$ cat src/rtl/pipeline_stage_skid.sv
// ---------------------------------------------------------------------------
// pipeline_stage_skid
//   Pipeline stage register with a valid/ready handshake and a one-entry skid
//   buffer. Holds full throughput while in_ready_o is a pure decode of the
//   state register, so it has no combinational path from out_ready_i.
//
// Parameters
//   DATA_W      payload width
//   BUBBLE_VAL  value driven on out_data_o while the stage is empty
//
// Ports
//   clk_i        clock, all state updates on posedge
//   rst_i        synchronous active-high reset
//   flush_i      discard all held entries at the next posedge
//   in_valid_i   upstream offers in_data_i
//   in_data_i    upstream payload
//   in_ready_o   stage accepts input this cycle (state decode)
//   out_valid_o  out_data_o holds a valid entry
//   out_data_o   head entry, or BUBBLE_VAL when empty
//   out_ready_i  downstream consumes the head this cycle
//   count_o      number of held entries (0..2)
// ---------------------------------------------------------------------------
module pipeline_stage_skid #(
    parameter int                 DATA_W     = 64,
    parameter logic [DATA_W-1:0]  BUBBLE_VAL = {DATA_W{1'b0}}
) (
    input  logic              clk_i,
    input  logic              rst_i,
    input  logic              flush_i,
    input  logic              in_valid_i,
    input  logic [DATA_W-1:0] in_data_i,
    output logic              in_ready_o,
    output logic              out_valid_o,
    output logic [DATA_W-1:0] out_data_o,
    input  logic              out_ready_i,
    output logic [1:0]        count_o
);

    // Encoding equals the number of held entries, so count_o is the state.
    typedef enum logic [1:0] {
        EMPTY = 2'd0,
        ONE   = 2'd1,
        FULL  = 2'd2
    } state_t;

    state_t            state_q, state_n;
    logic [DATA_W-1:0] main_q,  main_n;
    logic [DATA_W-1:0] skid_q,  skid_n;
    logic              acc, pop;

    assign in_ready_o  = (state_q != FULL);
    assign out_valid_o = (state_q != EMPTY);
    assign out_data_o  = main_q;
    assign count_o     = state_q;

    assign acc = in_valid_i & in_ready_o;
    assign pop = out_valid_o & out_ready_i;

    always_comb begin
        state_n = state_q;
        main_n  = main_q;
        skid_n  = skid_q;
        case (state_q)
            EMPTY: begin
                if (acc) begin
                    main_n  = in_data_i;
                    state_n = ONE;
                end
            end
            ONE: begin
                if (acc && pop) begin
                    main_n = in_data_i;
                end else if (acc) begin
                    skid_n  = in_data_i;
                    state_n = FULL;
                end else if (pop) begin
                    main_n  = BUBBLE_VAL;
                    state_n = EMPTY;
                end
            end
            FULL: begin
                // No acc possible here: in_ready_o is low while FULL.
                if (pop) begin
                    main_n  = skid_q;
                    state_n = ONE;
                end
            end
            default: begin
                main_n  = BUBBLE_VAL;
                state_n = EMPTY;
            end
        endcase
        // Flush overrides any transfer; a pop this cycle still counts for the
        // consumer because the head was valid when it was sampled.
        if (flush_i) begin
            main_n  = BUBBLE_VAL;
            state_n = EMPTY;
        end
    end

    always_ff @(posedge clk_i) begin
        if (rst_i) begin
            state_q <= EMPTY;
            main_q  <= BUBBLE_VAL;
        end else begin
            state_q <= state_n;
            main_q  <= main_n;
        end
    end

    // Skid contents are only read while FULL, so they need no reset.
    always_ff @(posedge clk_i) begin
        skid_q <= skid_n;
    end

endmodule
$ cat config.mk
export PLATFORM = sky130hd
export DESIGN_NAME = pipeline_stage_skid
export DESIGN_NICKNAME = d
export VERILOG_FILES = /design/src/rtl/pipeline_stage_skid.sv
export SDC_FILE = /design/constraint.sdc
export NUM_CORES = 1
export LEC_CHECK = 0
export CORE_UTILIZATION = 35
export CTS_CLUSTER_SIZE = 16
export DETAILED_ROUTE_END_ITERATION = 10
export GPL_TIMING_DRIVEN = 0
export SYNTH_ARGS = -nofsm -noshare
export SYNTH_HDL_FRONTEND = slang
export SYNTH_SLANG_ARGS = --single-unit
$ cat constraint.sdc
create_clock -name clk_i -period 4.3 [get_ports clk_i]
set_input_delay 1.075 -clock clk_i [delete_from_list [all_inputs] [get_ports clk_i]]
set_output_delay 1.075 -clock clk_i [all_outputs]
set_load 0.03 [all_outputs]
==> flow_summary.toml <==
[global_route]
grt_use_total_pct = 17.3
antenna_found_initial = 0
globalRouteOverflowTotal = 0
grt_max_degree = 65
grt_pass1_wl_mm = 19.1
grt_pass1_vias = 3654

[sta]
period_minus_slack_ps = 3260
hold_viol_final = 0
fmax_ghz = 0.307
rsz0062_at_grt = "false"
holdWs_ps = 482
setup_viol = 0
max-slew-margin-rel_pct = 42.6
worst_pin_slew_ps = 861
drv_slew = 0
skew_ps = 6.79
finalWorstSetupSlack_ps = 1040
finalCritPeriodShare_pct = 75.8

[cts]
path_clk_slew_ps = 50
cts_htree_levels = 4
root_buffer = "clkbuf_16"
cts_buffers = 17
clock_path_buffers = 2
cts_num_sinks = 130
cts_hold_buffers = 0
cts_resized = 0
cts_tree = "done"
insertion_delay_ps = 410
cts_setup_buffers = 0

[setup_path]
criticalPathCategory = "reg2out"
crit_required_ps = 3220
worstPathMaxFanout = 10
setup.worst_path.end_class = "output pin"
worstPathArrival_ps = 2180
critPathLaunchType = "flip-flop"

[pwr]
total_power_mw = 3.03
vdd_drop_max_v = 0.000241
p_per_area_nw_per_um2 = 436
leakage_nw = 2.44

[floorplan]
io_pins = 137
die_area_um2 = 14100
coreArea_um2 = 13300
start_util_pct = 36.0
chipHeight_um = 119
die_x_um = 119
num_rows = 42

[cells_and_area]
areaGrowthSynthToFinish_pct = 45.4
fin_nets = 597
drive_gt1_share_pct = 9.61
n_antenna_cell = 0
fill_cells = 1171
final_area_um2 = 6960
finish.utilization_pct = 52.3

[routing]
ant_nets = 0
dr_total_vias = 3653
drt_iter0_markers = 207
wire_per_inst_um = 16.2
drt-total-wl_mm = 11.6
post_drt_via_cell_ratio = 5.09
drc = 0
drtPass1Iterations = 4

[run_status]
run_status = "finished clean"

[yosys]
ys_ff_latch = 130
syn_inst = 374
ys_seq_area_share_pct = 67.8
syn_nets = 443
syn_area_per_cell_um2 = 12.8
synthesis.area_um2 = 4780
ys_warn_count = 0
ys_types = 25

[place]
dpl_cell_area_um2 = 6360
place.gp.congestion = 0.713
place_worst_setup_slack_ps = 1180
port_buffers = 135
hpwl_mm = 7.58

[hold_path]
hold_class = "reg2reg"

[flow_run]
maxCapViolations = 0
## worst paths after layout
| check | startpoint | to | slack [ps] | cells after the start |
|---|---|---|---|---|
| min reg2reg | out_data_o[3] | out_data_o[3] | 480 | 1 |
| max reg2reg | count_o[0] | skid_q[28] | 2420 | 2 |
| min | out_data_o[3] | out_data_o[3] | 480 | 1 |
| max | count_o[0] | in_ready_o | 1040 | 3 |
## synthesized netlist by cell type
master	number	share of area, %
or3_1	1	0.13
buf_6	7	1.6
a221o_1	64	13
mux2_2	1	0.24
or2_1	1	0.13
clkbuf_2	1	0.10
nand2b_2	1	0.18
edfxtp_1	64	40
nor3_1	64	6.7
o32ai_1	1	0.18
or2_4	1	0.18
nor2b_1	2	0.26
a21oi_1	1	0.10
buf_4	1	0.16
a2bb2oi_1	1	0.18
dfxtp_1	66	28
o32ai_4	1	0.58
clkbuf_1	19	1.5
nor2_1	1	0.078
nand2_1	64	5.0
buf_2	8	0.84
nor3b_1	1	0.16
and2_1	1	0.13
or2_2	1	0.13
mux2i_1	1	0.21
## per-stage QoR
step           TNS, ps  std cells
5_1_grt              0        717
4_1_cts              0        717
3_5_place_dp         0        685
3_3_place_gp    -23520        685
6_report             0        717
2_1_floorplan        0        374
## layer usage
| layer | share of wire (%) | track usage, % | vias up |
|---|---|---|---|
| met5 | 0 | 0 | - |
| met4 | 1.7 | 7.20 | 0 |
| met3 | 6.2 | 5.32 | 18 |
| met2 | 46 | 26.4 | 123 |
| met1 | 46 | 22.9 | 1759 |
| li1 | - | - | 1753 |
## report_power, final
part           internal, mW  leakage [nW]  switching (mW)  total, mW
Clock                 0.933         0.300           0.484       1.42
Combinational         0.128          1.02           0.137      0.265
Sequential             1.34          1.12          0.0154       1.35
## cells by family after synthesis
| kind of cell | share of synthesized area (%) |
|---|---|
| flops | 67.8 |
| buf+inv | 4.24 |
| compound gates | 14.4 |
| simple gates | 13.1 |
| mux | 0.445 |
## state kept, by name, indices dropped and copies added (netlist names)
register and count:
count_o 2, out_data_o 64, skid_q 64
## final cells by class
cell class | count | area [um^2] | share of cell area (%)
clock buffers | 29 | 561 | 8.05
clock inverters | 3 | 40.0 | 0.575
multi-input cells | 208 | 1340 | 19.3
plain buffers | 36 | 203 | 2.91
repair buffers | 135 | 1350 | 19.4
well taps | 176 | 220 | 3.16
flip-flops and latches | 130 | 3240 | 46.6
## placed cells by master, fill, tap and decap left out, types with 2 or more instances in the layout
master	synthesis	layout
clkdlybuf4s50_1	0	135
buf_2	8	8
clkbuf_16	0	17
nor3_1	64	64
dfxtp_1	66	66
edfxtp_1	64	64
buf_6	7	7
clkbuf_1	19	22
a221o_1	64	64
clkinv_2	0	2
nand2_1	64	64
nor2b_1	2	2
clkbuf_8	0	9
## worst max-delay path, stage by stage, from the launching register on
cell and delay (ps):
dfxtp_1 410, nand2b_2 210, clkbuf_1 400, clkdlybuf4s50_1 760
Note: power is estimated with default switching activity, not from simulation.
